==> config.mk <==
export PLATFORM = sky130hd
export DESIGN_NAME = flop_ctrl_arbiter
export DESIGN_NICKNAME = d
export VERILOG_FILES = /design/src/rtl/flop_ctrl_pkg.sv /design/src/rtl/rr_pick.sv /design/src/rtl/flop_ctrl_arbiter.sv
export SDC_FILE = /design/constraint.sdc
export NUM_CORES = 1
export LEC_CHECK = 0
export ABC_CLOCK_PERIOD_IN_PS = 7500
export BUFFER_PORTS_ARGS = -buffer_cell sky130_fd_sc_hd__buf_2
export CAP_MARGIN = 20
export CORE_AREA = 4 4 85 106
export DETAILED_ROUTE_END_ITERATION = 6
export DIE_AREA = 0 0 89 110
export SLEW_MARGIN = 20
export SYNTH_ARGS = -nofsm -noshare
export SYNTH_HDL_FRONTEND = slang
export SYNTH_HIERARCHICAL = 1
export SYNTH_SLANG_ARGS = --single-unit
==> constraint.sdc <==
create_clock -name C -period 7.5 [get_ports C]
set_input_delay 1.125 -clock C [delete_from_list [all_inputs] [get_ports C]]
set_output_delay 1.125 -clock C [all_outputs]
set_load 0.02 [all_outputs]
==> src/rtl/flop_ctrl_pkg.sv <==
// Shared types and constants for the flop control arbiter and related blocks.
// Holds the per-requester operation codes, the sequencer states and the recovery counter width.
package flop_ctrl_pkg;

    typedef enum logic [1:0] {
        HOLD  = 2'b00,
        LOAD  = 2'b01,
        CLEAR = 2'b10,
        SET   = 2'b11
    } op_t;

    typedef enum logic [1:0] {
        IDLE  = 2'b00,
        EXEC  = 2'b01,
        RECOV = 2'b10
    } state_t;

    localparam int CNT_W = 4;

endpackage

==> src/rtl/rr_pick.sv <==
// Combinational round-robin priority picker: first valid bit at or above ptr, with wrap-around.
// Reusable by any arbiter that keeps its own pointer register.
module rr_pick #(
    parameter int N  = 4,
    parameter int IW = 2
) (
    input  logic [N-1:0]  valid,
    input  logic [IW-1:0] ptr,
    output logic [N-1:0]  onehot,
    output logic [IW-1:0] idx,
    output logic          any
);

    int pos;

    always_comb begin
        onehot = '0;
        idx    = '0;
        any    = 1'b0;
        pos    = 0;
        for (int k = 0; k < N; k++) begin
            if (!any) begin
                pos = int'(ptr) + k;
                if (pos >= N) begin
                    pos = pos - N;
                end
                if (valid[pos]) begin
                    onehot[pos] = 1'b1;
                    idx         = IW'(pos);
                    any         = 1'b1;
                end
            end
        end
    end

endmodule

==> src/rtl/flop_ctrl_arbiter.sv <==
// Round-robin arbiter and control sequencer sharing one register bank between requesters.
// Converts the winning op into enable / sync-reset / sync-set strobes, then enforces recovery after CLEAR/SET.
module flop_ctrl_arbiter
    import flop_ctrl_pkg::*;
#(
    parameter int               NREQ      = 4,
    parameter int               WIDTH     = 8,
    parameter int               RECOV_CYC = 2,
    parameter logic [WIDTH-1:0] RST_VAL   = '0,
    localparam int              IDW       = (NREQ > 1) ? $clog2(NREQ) : 1
) (
    input  logic                  C,
    input  logic                  R,
    input  logic [NREQ-1:0]       req_valid,
    input  logic [2*NREQ-1:0]     req_op,
    input  logic [WIDTH*NREQ-1:0] req_data,
    output logic [NREQ-1:0]       req_ready,
    output logic                  bank_e,
    output logic                  bank_sr,
    output logic                  bank_ss,
    output logic [WIDTH-1:0]      bank_d,
    output logic [WIDTH-1:0]      bank_q,
    output logic [IDW-1:0]        gnt_id,
    output logic                  busy
);

    state_t             state_q, state_d;
    op_t                op_q, op_d;
    logic [WIDTH-1:0]   data_q, data_d;
    logic [WIDTH-1:0]   bank_reg_q, bank_reg_d;
    logic [WIDTH-1:0]   dout_q, dout_d;
    logic               e_q, e_d;
    logic               sr_q, sr_d;
    logic               ss_q, ss_d;
    logic [IDW-1:0]     rr_ptr_q, rr_ptr_d;
    logic [IDW-1:0]     gnt_id_q, gnt_id_d;
    logic [CNT_W-1:0]   cnt_q, cnt_d;

    logic [NREQ-1:0]    pick_onehot;
    logic [IDW-1:0]     pick_idx;
    logic               pick_any;
    logic               accept;

    rr_pick #(
        .N  (NREQ),
        .IW (IDW)
    ) u_pick (
        .valid  (req_valid),
        .ptr    (rr_ptr_q),
        .onehot (pick_onehot),
        .idx    (pick_idx),
        .any    (pick_any)
    );

    // Grants only exist while idle and out of reset; the handshake is valid & ready.
    assign accept    = (state_q == IDLE) && R && pick_any;
    assign req_ready = accept ? pick_onehot : '0;

    always_comb begin
        state_d    = state_q;
        op_d       = op_q;
        data_d     = data_q;
        bank_reg_d = bank_reg_q;
        dout_d     = '0;
        e_d        = 1'b0;
        sr_d       = 1'b0;
        ss_d       = 1'b0;
        rr_ptr_d   = rr_ptr_q;
        gnt_id_d   = gnt_id_q;
        cnt_d      = cnt_q;

        case (state_q)
            IDLE: begin
                if (accept) begin
                    op_d     = op_t'(req_op[2*pick_idx +: 2]);
                    data_d   = req_data[WIDTH*pick_idx +: WIDTH];
                    gnt_id_d = pick_idx;
                    rr_ptr_d = (pick_idx == IDW'(NREQ - 1)) ? '0 : pick_idx + IDW'(1);
                    state_d  = EXEC;
                    case (op_d)
                        LOAD: begin
                            e_d    = 1'b1;
                            dout_d = data_d;
                        end
                        CLEAR:   sr_d = 1'b1;
                        SET:     ss_d = 1'b1;
                        default: ;
                    endcase
                end
            end

            EXEC: begin
                case (op_q)
                    LOAD:    bank_reg_d = data_q;
                    CLEAR:   bank_reg_d = '0;
                    SET:     bank_reg_d = '1;
                    default: ;
                endcase
                if ((op_q == CLEAR || op_q == SET) && RECOV_CYC > 0) begin
                    state_d = RECOV;
                    cnt_d   = CNT_W'(RECOV_CYC);
                end else begin
                    state_d = IDLE;
                end
            end

            RECOV: begin
                // Leaving on the count of 1 gives exactly RECOV_CYC cycles here.
                if (cnt_q <= CNT_W'(1)) begin
                    state_d = IDLE;
                    cnt_d   = '0;
                end else begin
                    cnt_d   = cnt_q - CNT_W'(1);
                end
            end

            default: begin
                state_d = IDLE;
                cnt_d   = '0;
            end
        endcase
    end

    always_ff @(posedge C or negedge R) begin
        if (!R) begin
            state_q    <= IDLE;
            op_q       <= HOLD;
            data_q     <= '0;
            bank_reg_q <= RST_VAL;
            dout_q     <= '0;
            e_q        <= 1'b0;
            sr_q       <= 1'b0;
            ss_q       <= 1'b0;
            rr_ptr_q   <= '0;
            gnt_id_q   <= '0;
            cnt_q      <= '0;
        end else begin
            state_q    <= state_d;
            op_q       <= op_d;
            data_q     <= data_d;
            bank_reg_q <= bank_reg_d;
            dout_q     <= dout_d;
            e_q        <= e_d;
            sr_q       <= sr_d;
            ss_q       <= ss_d;
            rr_ptr_q   <= rr_ptr_d;
            gnt_id_q   <= gnt_id_d;
            cnt_q      <= cnt_d;
        end
    end

    assign bank_e  = e_q;
    assign bank_sr = sr_q;
    assign bank_ss = ss_q;
    assign bank_d  = dout_q;
    assign bank_q  = bank_reg_q;
    assign gnt_id  = gnt_id_q;
    assign busy    = (state_q != IDLE);

endmodule

; Yosys cells after proc, flatten, opt, wreduce, memory -nomap -nowiden
; Index checks and enable logic that the tools add are counted.
[classes]
n_shift = 2
eq_ne = 12
bitwise = 4
reduce_logical = 14
muxes = 70
order_cmp = 13
add_sub_neg = 9
[op_table]
columns = op, count
row1 = $mux 32, 7
row2 = $ge 32x1->1 const B, 4
row3 = $lt 32x4->1 const B, 4
row4 = $ge 32x4->1 const B, 3
row5 = $sub 32x4->32 const B, 3
row6 = $mux 4, 10
row7 = $shiftx 32x6->8, 1
row8 = $mux 1, 28
row9 = $mux 8, 3
row10 = $pmux 8 s3, 1
row11 = $mux 2, 11
row12 = $eq 2x2->1 const B, 6
row13 = $or 4x4->4, 3
row14 = $pmux 4 s3, 1
row15 = $bmux 1 s2, 4
row16 = $demux 1 s2, 4
row17 = $reduce_and 2->1, 4
row18 = $shiftx 8x4->2, 1
row19 = $add 2x2->3 const B, 2
row20 = $eq 2x1->1 const B, 3
row21 = $logic_and 1x1->1, 6
row22 = $ne 2x2->1 const B, 3
row23 = $pmux 2 s3, 1
row24 = $le 4x1->1 const B, 1
row25 = other kinds (10), 10
[word_totals]
elab_cells = 135
in_bits = 46
register_bits = 39

; Logic depth before layout (Yosys ltp)
[depth]
ltp_word = 29
mapped_depth = 12

; Cells and area by module
; Netlist, hierarchy kept.
[modules_own_cells]
columns = mod, cells_per_inst, area_each_um2, instances
row1 = flop_ctrl_arbiter, 176, 1880.6, 1
row2 = rr_pick, 64, 464.2, 1

; Least setup slack after synthesis
; Ideal clock, no wire load.
[synth_timing]
path_kind = input port to output port
startpoint = input port req_valid[1]
endpoint = output port req_ready[0]
required_ns = 6.375
slack_ns = 3.966
path_stages = 5
arrival_time_ns = 2.409
path_cell_list = buf_4 mux4_2 a211oi_2 a221o_1 and2_1
[synth_via]
elab_chain_cells = 14
elab_cells_between_ends = 31
classes_between = 27 x mux / 3 x bitwise / 1 x reduce/logical
[synth_rtl]
columns = element, line_no
row1 = from (decl), flop_ctrl_arbiter.sv:14  ; input logic [NREQ-1:0] req_valid,
row2 = $bmux 1 s2, rr_pick.sv:27  ; if (valid[pos]) begin
row3 = $mux 1 (not written as such) (2 in series), rr_pick.sv:27
row4 = $mux 4, rr_pick.sv:27
row5 = $or 4x4->4 (no source line), -
row6 = $mux 4, rr_pick.sv:27
row7 = $mux 4, rr_pick.sv:22  ; if (!any) begin
row8 = $or 4x4->4 (no source line), -
row9 = $mux 4, rr_pick.sv:27
row10 = $mux 4, rr_pick.sv:22
row11 = $or 4x4->4 (no source line), -
row12 = $mux 4, rr_pick.sv:27
row13 = $mux 4 *, rr_pick.sv:22
row14 = named net pick_onehot[0], flop_ctrl_arbiter.sv:39  ; logic [NREQ-1:0] pick_onehot;
row15 = $mux 4 *, flop_ctrl_arbiter.sv:57  ; assign req_ready = accept ? pick_onehot : '0;
row16 = to (decl), flop_ctrl_arbiter.sv:17  ; output logic [NREQ-1:0] req_ready,
; Mark *: on every way through the listed nets, which the timed path passes. The rest lies on a longest branch. The select of a mux whose other input is x is not followed.

; Worst setup path after layout
[layout_timing]
startpoint = register rr_ptr_q[0]
endpoint = output port req_ready[3]
[layout_via]
elab_chain_cells = 18
elab_cells_between_ends = 69
classes_between = 7 x add/sub / 12 x order compare / 42 x mux / 3 x bitwise / 5 x reduce/logical
[layout_rtl]
columns = element, line_no
row1 = from (decl), flop_ctrl_arbiter.sv:35  ; logic [IDW-1:0] rr_ptr_q, rr_ptr_d;
row2 = from (signal assigned), flop_ctrl_arbiter.sv:146  ; rr_ptr_q <= rr_ptr_d;
row3 = $add 2x1->3, rr_pick.sv:23  ; pos = int'(ptr) + k;
row4 = $sub 32x4->32 or $ge 32x4->1 (tied branches), "rr_pick.sv:25, rr_pick.sv:24"
row5 = $mux 32, rr_pick.sv:24  ; if (pos >= N) begin
row6 = $mux 32, rr_pick.sv:22
row7 = $ge 32x1->1 (not written as such) or $lt 32x4->1 (tied branches), rr_pick.sv:28  ; onehot[pos] = 1'b1;
row8 = $logic_and 1x1->1 (not written as such), rr_pick.sv:28
row9 = $mux 1 (not written as such), rr_pick.sv:28
row10 = $demux 1 s2, -
row11 = [3 not listed], -
row12 = $or 4x4->4 (no source line), -
row13 = $mux 4, rr_pick.sv:27
row14 = $mux 4, rr_pick.sv:22
row15 = $or 4x4->4 (no source line), -
row16 = $mux 4, rr_pick.sv:27
row17 = $mux 4 *, rr_pick.sv:22
row18 = named net pick_onehot[3], flop_ctrl_arbiter.sv:39
row19 = $mux 4 *, flop_ctrl_arbiter.sv:57
; Marks and branches as above.

==> impl_metrics.env <==
export IMPL_via_per_inst=4.79
export IMPL_wl_um=5450
export IMPL_first_pass_iters=4
export IMPL_cp_start_kind="register"
export IMPL_peakVddDrop_mv=0.177
export IMPL_max_stage_delay_ns=0.72
export IMPL_placed_cells=395
export IMPL_fin_ws_ns=3.49
export IMPL_pre_cts_ws_ns=3.64
export IMPL_routedWlPerCell_um=13.5
export IMPL_area_delta_synth_final_pct=22.8
export IMPL_ys_ff_latch=39
export IMPL_grt_pass1_wl_um=9140
export IMPL_worstSetupPathType="reg -> out"
export IMPL_tightest_slew_ns=0.900
export IMPL_antenna_left=0
export IMPL_cts_tree="built"
export IMPL_final_layout_size_suffix_gt1_frac=0.328
export IMPL_netlist_instances=240
export IMPL_worst_endpoint_required_ns=6.38
export IMPL_avgSynthCellArea_um2=9.77
export IMPL_cp_end_kind="output pin"
export IMPL_tns_ns=0
export IMPL_finalPower_uw=1160
export IMPL_dp_hpwl_um=4250
export IMPL_ys_top_cells_by_area="dfrtp_1 42%, mux4_2 12%, nand2_1 9.6%"
export IMPL_cts_repair_resized=0
export IMPL_clk_path_buf_depth=2
export IMPL_grt_usage=0.117
export IMPL_final_setup_viol_count=0
export IMPL_yosys_warnings=6
export IMPL_numPortBuffers=71
export IMPL_ys_flop_type="dfrtp_1"
export IMPL_synth_edf_count=0
export IMPL_syn_area_um2=2340
export IMPL_synthDistinctLibCells=41
export IMPL_cts_htree_levels=2
export IMPL_timing_fmax_ghz=0.249
export IMPL_dieArea_um2=9790
export IMPL_core_um2=7880
export IMPL_finalHoldViolations=0
export IMPL_cap_violations=0
export IMPL_slew_headroom=0.398
export IMPL_root_buffer="clkbuf_8"
export IMPL_antenna_found_initial=0
export IMPL_post_synth_top_area_cell="dfrtp_1"
export IMPL_syn_nets=299
export IMPL_rsz0062_at_grt="no"
export IMPL_vias=1931
export IMPL_synth_most_common_cell="nand2_1"
export IMPL_cp_slowest_cell="dfrtp_1"
export IMPL_p_per_area_nw_per_um2=402
export IMPL_ys_seq_area_frac=0.416
export IMPL_start_util=0.297
export IMPL_ioPinCount=72
export IMPL_worstSkewPairLatency_ns=0.30
export IMPL_leakage_uw=0.00146
export IMPL_grt_pass1_vias=1917
export IMPL_drt_iter0_drc=51
export IMPL_fin_nets=366
export IMPL_cp_cell_sequence="inv_1, ha_1, nor2b_1, o21ai_0, o21ai_0, a221o_1, and2_1, buf_2"
export IMPL_gp_congestion=0.789
export IMPL_skew_ns=0.00585
export IMPL_slew_viol_final=0
export IMPL_synth_top_area_frac=0.416
export IMPL_die_h_um=110
export IMPL_grt_ovfl_total=0
export IMPL_postCtsHoldBufs=0
export IMPL_cts_clk_slew_worst_paths_ns=0.08
export IMPL_remaining_drc_errors=0
export IMPL_hold_class="reg -> reg"
export IMPL_path_max_fanout=18
export IMPL_die_w_um=89
export IMPL_async_flop_share=1.00
export IMPL_cts_setup_buffers=0
export IMPL_regToRegSetupSlack_ns=3.90
export IMPL_min_period_ns=4.01
export IMPL_insertedDiodeCount=0
export IMPL_rows=36
export IMPL_cpMostUsedCell="o21ai_0"
export IMPL_grt_max_degree=43
export IMPL_cts_sinks=39
export IMPL_cp_arrival_ns=2.89
export IMPL_status="completed"
export IMPL_timing_final_crit_share=0.535
export IMPL_synth_common_cells="60 x nand2_1, 39 x dfrtp_1, 17 x nor2_1"
export IMPL_cts_inserted_buffers=5
export IMPL_fin_cells=403
==> report_power, final <==
group | leakage (uW) | internal [uW] | switching, uW
clock network | 0.0000618 | 109 | 76.5
registers | 0.000509 | 285 | 60.6
logic | 0.000889 | 265 | 361
==> path summary, 6_finish.rpt <==
check                            start            to  depth (start not counted)
min                          bank_q[0]     bank_q[0]                          2
max reg2reg                rr_ptr_q[0]     bank_d[4]                         10
min in group asynchronous            R     bank_d[3]                          2
max                        rr_ptr_q[0]  req_ready[3]                          8
max in group asynchronous            R    state_q[1]                          2
min reg2reg                  bank_q[0]     bank_q[0]                          2
==> worst max-delay path, delay by kind of cell (launching register included) <==
family / cells / cell delay, ns
buf+inv: 2 / 0.36
flops: 1 / 0.72
compound gates: 3 / 0.75
fa+ha+maj: 1 / 0.47
simple gates: 2 / 0.29
==> cells in the final DEF (no fill, tap or decap), types with 6 or more instances in the layout <==
cell	netlist	layout
buf_2	2	71
nor2_1	17	17
ha_1	13	13
mux4_2	12	12
o21ai_0	15	15
dfrtp_1	39	39
inv_1	9	9
and2_1	12	12
clkbuf_8	0	6
nand2_1	60	60
==> area by class of cell <==
class,instances,area (um^2)
well taps,95,119
clock buffers,6,82.6
inverters,9,33.8
multi-input cells,180,1270
repair buffers,72,363
fillers,794,5000
flip-flops and latches,39,976
clock inverters,2,38.8
==> state kept, by name, indices dropped and copies added (netlist names) <==
signal and flops:
bank_sr 1, gnt_id 2, state_q 2, data_q 8, op_q 2, bank_ss 1, bank_e 1, rr_ptr_q 2
cnt_q 4, bank_d 8, bank_q 8
==> through the flow <==
stage | hold WS, ns | cell area (um^2) | utilization
after floorplan | 0.446 | 2340 | -
after global placement | 0.461 | 2760 | 0.350
after detailed placement | 0.468 | 2760 | 0.350
after CTS | 0.488 | 2880 | 0.365
after global routing | 0.495 | 2880 | 0.365
final | 0.477 | 2880 | 0.365
==> kinds of logic (layout without fill, tap and decap cells) <==
| logic type | count (synthesis) | count (layout) | synth area share |
|---|---|---|---|
| flops | 39 | 39 | 0.416 |
| buf+inv | 21 | 89 | 0.0523 |
| simple gates | 111 | 111 | 0.220 |
| compound gates | 40 | 40 | 0.109 |
| mux | 16 | 16 | 0.133 |
| fa+ha+maj | 13 | 13 | 0.0694 |
==> per-layer routing <==
metal / wire length, um / share of wire / GRT usage
met1: 2340 / 0.43 / 0.152
met2: 2770 / 0.51 / 0.194
met3: 251 / 0.046 / 0.0223
met4: 91 / 0.017 / 0.0415
met5: 0 / 0 / 0
Note: power is estimated with default switching activity, not from simulation.
